`config.mk`:
```
export PLATFORM = sky130hd
export DESIGN_NAME = pipe_stage_skid
export DESIGN_NICKNAME = d
export VERILOG_FILES = /design/src/rtl/pipe_stage_skid.sv
export SDC_FILE = /design/constraint.sdc
export NUM_CORES = 1
export LEC_CHECK = 0
export BUFFER_PORTS_ARGS = -buffer_cell sky130_fd_sc_hd__buf_2
export CAP_MARGIN = 25
export CORE_MARGIN = 2
export CORE_UTILIZATION = 49
export DETAILED_ROUTE_END_ITERATION = 12
export GPL_TIMING_DRIVEN = 0
export HOLD_SLACK_MARGIN = 0.05
export PLACE_DENSITY = 0.72
export SLEW_MARGIN = 20
export SYNTH_ARGS = -nofsm -noshare
export SYNTH_HDL_FRONTEND = slang
export SYNTH_SLANG_ARGS = --single-unit
```
`constraint.sdc`:
```
create_clock -name clk -period 4 [get_ports clk]
set_clock_uncertainty 0.05 [all_clocks]
set_input_delay 0.6 -clock clk [delete_from_list [all_inputs] [get_ports clk]]
set_output_delay 0.6 -clock clk [all_outputs]
set_load 0.05 [all_outputs]
```
`src/rtl/pipe_stage_skid.sv`:
```
// pipe_stage_skid
//   Elastic pipeline-stage register carrying a payload plus per-instruction
//   flag bits under a valid/ready handshake. With SKID=1 a second (skid)
//   entry absorbs the cycle of latency on in_ready, so in_ready comes
//   straight from a register and has no combinational dependence on
//   out_ready. With SKID=0 the stage is a single register whose in_ready
//   is combinational from out_ready.
//   Invalid entries always hold all-zero payload and flags, so an empty
//   slot reads as a NOP (IR=0).
//
// Parameters
//   DW    payload width in bits
//   FW    flag width in bits
//   SKID  1 = two-entry skid buffer, 0 = single register
//
// Ports
//   clk        clock, rising edge
//   clr        synchronous active-high clear of all state
//   flush      synchronous active-high flush, same effect as clr
//   in_valid   upstream offers an entry
//   in_ready   stage accepts this cycle
//   in_data    upstream payload
//   in_flags   upstream flags
//   out_valid  head entry valid
//   out_ready  downstream consumes head this cycle
//   out_data   head payload (zero when out_valid=0)
//   out_flags  head flags (zero when out_valid=0)
//   occ        number of entries held (0..2)
module pipe_stage_skid #(
   parameter int unsigned DW   = 128,
   parameter int unsigned FW   = 4,
   parameter int unsigned SKID = 1
) (
   input  logic          clk,
   input  logic          clr,
   input  logic          flush,
   input  logic          in_valid,
   output logic          in_ready,
   input  logic [DW-1:0] in_data,
   input  logic [FW-1:0] in_flags,
   output logic          out_valid,
   input  logic          out_ready,
   output logic [DW-1:0] out_data,
   output logic [FW-1:0] out_flags,
   output logic [1:0]    occ
);

   // Head (main) entry and the overflow (skid) entry behind it.
   logic          main_v;
   logic [DW-1:0] main_data;
   logic [FW-1:0] main_flags;
   logic          skid_v;
   logic [DW-1:0] skid_data;
   logic [FW-1:0] skid_flags;

   logic accept;
   logic pop;

   // With a skid entry, in_ready only drops once the skid slot is taken,
   // which is a pure register output. Without it, a full main register can
   // still accept when the head is being popped in the same cycle.
   assign in_ready  = (SKID != 0) ? ~skid_v : (~main_v | out_ready);

   assign accept    = in_valid & in_ready;
   assign pop       = main_v & out_ready;

   assign out_valid = main_v;
   assign out_data  = main_data;
   assign out_flags = main_flags;
   assign occ       = {1'b0, main_v} + {1'b0, skid_v};

   // Stage boundary: upstream handshake -> head/skid registers
   always_ff @(posedge clk) begin
      if (clr || flush) begin
         // Flush outranks any simultaneous accept: the offered entry is dropped.
         main_v     <= 1'b0;
         main_data  <= '0;
         main_flags <= '0;
         skid_v     <= 1'b0;
         skid_data  <= '0;
         skid_flags <= '0;
      end else if (SKID != 0) begin
         if (skid_v) begin
            // FULL: no accept possible; a pop promotes the skid entry.
            if (pop) begin
               main_data  <= skid_data;
               main_flags <= skid_flags;
               skid_v     <= 1'b0;
               skid_data  <= '0;
               skid_flags <= '0;
            end
         end else if (main_v) begin
            // ONE
            if (pop && accept) begin
               main_data  <= in_data;
               main_flags <= in_flags;
            end else if (pop) begin
               main_v     <= 1'b0;
               main_data  <= '0;
               main_flags <= '0;
            end else if (accept) begin
               skid_v     <= 1'b1;
               skid_data  <= in_data;
               skid_flags <= in_flags;
            end
         end else if (accept) begin
            // EMPTY
            main_v     <= 1'b1;
            main_data  <= in_data;
            main_flags <= in_flags;
         end
      end else begin
         if (accept) begin
            main_v     <= 1'b1;
            main_data  <= in_data;
            main_flags <= in_flags;
         end else if (pop) begin
            main_v     <= 1'b0;
            main_data  <= '0;
            main_flags <= '0;
         end
      end
   end

endmodule

```
; Yosys cells after proc, flatten, opt, wreduce, memory -nomap -nowiden
; Cells that the tools add are included.
[totals]
register_bits = 266
input_bits = 137
output_inout_bits = 136
wordCells = 49
[classes]
addsub = 1
n_eq_ne = 4
mux = 28
bitwise = 3
n_reduce_logical = 7
[op_table]
columns = operator, n
row1 = 2-to-1 mux 128 bit, 10
row2 = 2-to-1 mux 4 bit, 10
row3 = 2-to-1 mux 1 bit, 8
row4 = AND reduction 5 bit, 1
row5 = != test 2 bit (second input constant), 2
row6 = nonzero test 2 bit, 2
row7 = != test 3 x 1 -> 1 bit (second input constant), 1
row8 = AND reduction 3 bit, 1
row9 = nonzero test 3 bit, 1
row10 = adder 1 x 1 -> 2 bit, 1
row11 = AND 1 bit, 2
row12 = != test 2 x 1 -> 1 bit (second input constant), 1
row13 = logical AND 1 bit, 1
row14 = logical OR 1 bit, 1
row15 = inverter 1 bit, 1

; Longest topological paths before layout
[logic_depth]
word_depth = 7
depth_mapped = 13
ltp_nobuf = 5

; Least setup slack after synthesis
; OpenSTA, ideal clock, no wires.
[synth_timing]
path_type = register -> register
from = reg skid_v
to = reg main_data[0], in the netlist out_data[0]
setup_ns = 0.095
arrival_time_ns = 2.976
required_time_ns = 3.855
path_slack_ns = 0.878
path_stages_with_launch = 14
n_path_buf = 8
period_less_slack_ns = 3.122
cell_sequence = dfxtp_1 > clkbuf_1 > clkbuf_1 > inv_2 > clkbuf_1 > ha_1 > buf_2 > nand2b_1 > clkbuf_1 > a211o_1 > buf_2 > buf_6 > buf_6 > a221oi_1
[synth_between]
elab_chain_cells = 6
word_cells_on_any_way = 10
classes_between = eq/ne (2) / mux (3) / bitwise (2) / reduce/logical (3)
[synth_rtl]
columns = element, line
row1 = "start, declared", 52  ; logic skid_v;
row2 = "start signal, assigned", 79  ; skid_v <= 1'b0;
row3 = "start signal, assigned", 88  ; skid_v <= 1'b0;
row4 = "start signal, assigned", 102  ; skid_v <= 1'b1;
row5 = inverter 1 bit *, 62  ; assign in_ready = (SKID != 0) ? ~skid_v : (~main_v | out_ready);
row6 = net in_ready, 38  ; output logic in_ready,
row7 = AND 1 bit *, 64  ; assign accept = in_valid & in_ready;
row8 = logical AND 1 bit, 94  ; if (pop && accept) begin
row9 = 2-to-1 mux 128 bit, 94
row10 = 2-to-1 mux 128 bit, 92  ; end else if (main_v) begin
row11 = 2-to-1 mux 128 bit, 83  ; if (skid_v) begin
row12 = "end signal, assigned", 86  ; main_data <= skid_data;
row13 = "end signal, assigned", 95  ; main_data <= in_data;
row14 = "end signal, assigned", 109  ; main_data <= in_data;
row15 = "end, declared", 50  ; logic [DW-1:0] main_data;
; The timed path passes the listed nets; every way through them passes the cells marked *.
; A chain may end at the register's enable or synchronous reset.

; Worst setup path after layout
[layout_timing]
from = reg skid_v
to = reg main_data[67], in the netlist out_data[67]
[layout_between]
elab_chain_cells = 6
word_cells_on_any_way = 10
classes_between = eq/ne (2) / mux (3) / bitwise (2) / reduce/logical (3)
[layout_rtl]
columns = element, line
row1 = inverter 1 bit, 62
row2 = AND 1 bit, 64
row3 = logical AND 1 bit, 94
row4 = 2-to-1 mux 128 bit, 94
row5 = 2-to-1 mux 128 bit, 92
row6 = 2-to-1 mux 128 bit, 83
; Parallel ways exist; a longest one is shown, timed or not.

==> run metrics <==
final setup margin 0.303 ns; number of antenna-violating nets in the routed design 0; worst min path class input port to flop; Overall Global Routing Usage 30.4%; count of filler cells inserted in the layout 2517; remaining global-route overflow 0; final standard cell utilization of the core 60.1%; chip height 170 um; power density over the cells 395 nW/um2; estimated wirelength of the detail-placed design 32600 um; area used by sequential logic in the layout 5330 um2; Final Power 0.00641 W; Die Span X 170 um; pin count of the biggest net entering global routing 19; maximum frequency from static timing analysis 271 MHz; number of instances in the synthesized netlist 1578; hold-fix buffers at CTS 0; met2 layer usage reported by global route 48.1%; synthesized-area fraction occupied by and/or/nand/nor cells 11.4%; vias per cell 6.49; wire length of the first global-routing pass 71200 um; Reg2Reg Depth 11; Starting Density 50.1%; Data arrival, critical path 4.11 ns; total wirelength of the detailed-routed design 46300 um; number of DRC markers in iteration 0 1447; final number of setup-violating endpoints 0; end of the critical path out_data[67]$_SDFFE_PP0P_; Setup Total Neg Slack 0 ns; Crit-path slowest cell buf_2; source of the critical timing path skid_v$_SDFF_PP0_; worst slack after detailed placement -0.396 ns; Async S/R FF share, synth 0%; clock slew seen by the registers of the worst setup and hold paths 0.06 ns; syn avg cell area 8.58 um2; longest individual stage delay on the worst path 0.48 ns; final count of hold timing violations 0; clk root buf clkbuf_16; combinational family with the most area after synthesis compound AO/OA/AOI/OAI gates; share of cells above drive strength 1 17.8%; net count of the mapped netlist 1717; Reg2Reg Setup Slack 0.30 ns; required time worst endpoint 4.42 ns; Routed WL per cell 20.6 um; sort of element at the end of the critical path flop; area of the multi-input gates 6740 um2; CTS Buf Count 29; Synth Area in XOR/XNOR 0%; number of I/O pins 273; DRC violations left 0; capture point of the worst reg-to-reg path out_data[67]$_SDFFE_PP0P_; startpoint of the worst register-to-register path skid_v$_SDFF_PP0_; worst-case headroom to the max-slew limit 28.5%; pin slew with the least headroom to its limit 1.07 ns; kind of start point of the critical path flop; num rows 60; maximum clock insertion buffer count 3; # H-tree levels 1; Critical Path Fanout Max 18; status completed; global placer's final weighted congestion 0.890; number of nets in the layout 2019; setup repair after global routing missed its margin no; register bit total from synthesis 266; Main synth FF type dfxtp_1; path type of the worst setup path flop to flop; initial antenna violation count 9; final period utilization 92.4%; grt met1 use 41.0%; VDD IR max 283 uV; critical path, cell by cell clkbuf_2 -> clkbuf_2 -> inv_2 -> ha_1 -> buf_2 -> nor2b_1 -> clkbuf_1 -> buf_2 -> clkbuf_1 -> a2111oi_0 -> a221oi_1; area share of fa/ha/maj cells after synthesis 0.185%; Compound-Gate Fraction of Synth Area 38.1%; die area 29000 um2; number of flops mapped to enable cells by yosys 0; final-layout worst hold slack 0.287 ns; growth of design area from synthesis to finish 19.9%; Top Usage Layer GRT met2; mux share of post-synthesis cell area 0%; part of the Yosys area used for sequential elements 39.3%; count of vias placed by the detailed router 14600; Skew-Pair Late Insertion Delay 0.56 ns; TritonCTS clock tree done; Synth cell types 24; leak pwr 5.86 nW; vias in the first global route 13200; number of buffers added on ports 272; post-layout minimum cycle time 3.70 ns; area of the core 27000 um2; combined area of all synthesized cells 13500 um2; global-route track usage on met3 7.16%; total number of yosys warnings 0; drt first pass iters 6; max-slew violation total from the final report 0; CTS sink cnt 266; max-cap violation count 0
[worst max-delay path: cells and delay by family, from the launching register on]
family	cells	cell delay [ns]
AOI/OAI and AO/OA	2	0.49
adders and majority gates	1	0.22
buffers and inverters	7	2.38
DFF	1	0.31
and+or+nand+nor	1	0.16
[metrics by stage]
step	instance area, um2	std cells
floorplan	13500	1578
global placement	15300	2191
detailed placement	15300	2191
CTS	16200	2237
global route	16200	2238
finish	16200	2241
[layout make-up]
| type | instances | area share, % |
|---|---|---|
| clock inverters | 6 | 0.362 |
| well taps | 341 | 2.63 |
| flip-flops and latches | 266 | 32.8 |
| diodes | 4 | 0.0617 |
| repair buffers | 272 | 8.39 |
| plain buffers | 236 | 6.04 |
| multi-input cells | 941 | 41.5 |
| inverters | 134 | 3.10 |
| clock buffers | 41 | 5.12 |
[report_power, final]
part,total (W),switching (W),internal (W)
Clock,0.00258,0.00109,0.00149
Sequential,0.00279,0.0000516,0.00274
Combinational,0.00105,0.000750,0.000295
Total,0.00641,0.00189,0.00452
[cell usage after synthesis, types with 2 or more instances]
cell type / instances / area (um2)
a2111oi_0: 132 / 1160
a21oi_1: 134 / 671
a221oi_1: 132 / 1160
a32oi_1: 132 / 1160
and2_1: 133 / 832
buf_1: 15 / 56.3
buf_2: 8 / 40.0
buf_6: 11 / 124
clkbuf_1: 203 / 762
dfxtp_1: 266 / 5330
ha_1: 2 / 25.0
inv_1: 133 / 499
nand2b_1: 2 / 12.5
nand3_1: 133 / 666
nor2b_1: 2 / 12.5
o211ai_1: 132 / 991
[cells by family (layout without fill, tap and decap cells)]
family	Yosys count	in the layout
AND/OR/NAND/NOR	274	274
AO/OA/AOI/OAI	665	665
other	0	4
buffers and inverters	371	689
adder cells (fa/ha/maj)	2	2
flip-flops	266	266
[metal layers]
metal,vias to the layer above,wire (um)
met3,115,4530
met4,8,1420
met1,6890,19700
met5,-,55
li1,6789,-
met2,749,20500
[layout by cell type (no fill, tap or decap), drive strengths merged]
master / count
or2: 1
nand2: 1
a21bo: 1
o211ai: 132
nor3: 1
nor2b: 2
and2: 133
a21o: 1
nand3: 133
clkbuf: 243
a32oi: 132
a211o: 1
a21oi: 134
clkinv: 4
a221oi: 132
buf: 306
bufinv: 1
a2111oi: 132
nor3b: 1
dfxtp: 266
inv: 135
ha: 2
nand2b: 2
diode: 4
[timing repair]
action                                  CTS  global route
endpoints found under the setup margin  209             7
gates resized for setup                   2             5
setup buffers                             0             0
pin swaps                                 0             0
[how the worst min path moves through the flow]
stage / start / end / cells past startpoint
after floorplan: skid_data[0]$_SDFFE_PP0P_ / skid_data[0]$_SDFFE_PP0P_ / 2
after detailed placement: out_data[110]$_SDFFE_PP0P_ / out_data[110]$_SDFFE_PP0P_ / 2
after global routing: in_data[72] / out_data[72]$_SDFFE_PP0P_ / 3
final: in_data[25] / out_data[25]$_SDFFE_PP0P_ / 3
after global placement: out_data[10]$_SDFFE_PP0P_ / out_data[10]$_SDFFE_PP0P_ / 2
after CTS: in_data[65] / out_data[65]$_SDFFE_PP0P_ / 3
[sequential cells by signal, indices dropped and copies added (netlist names)]
register / count
out_data: 128
skid_data: 128
out_flags: 4
skid_flags: 4
out_valid: 1
skid_v: 1
No activity file was read; power rests on OpenSTA's default activity.
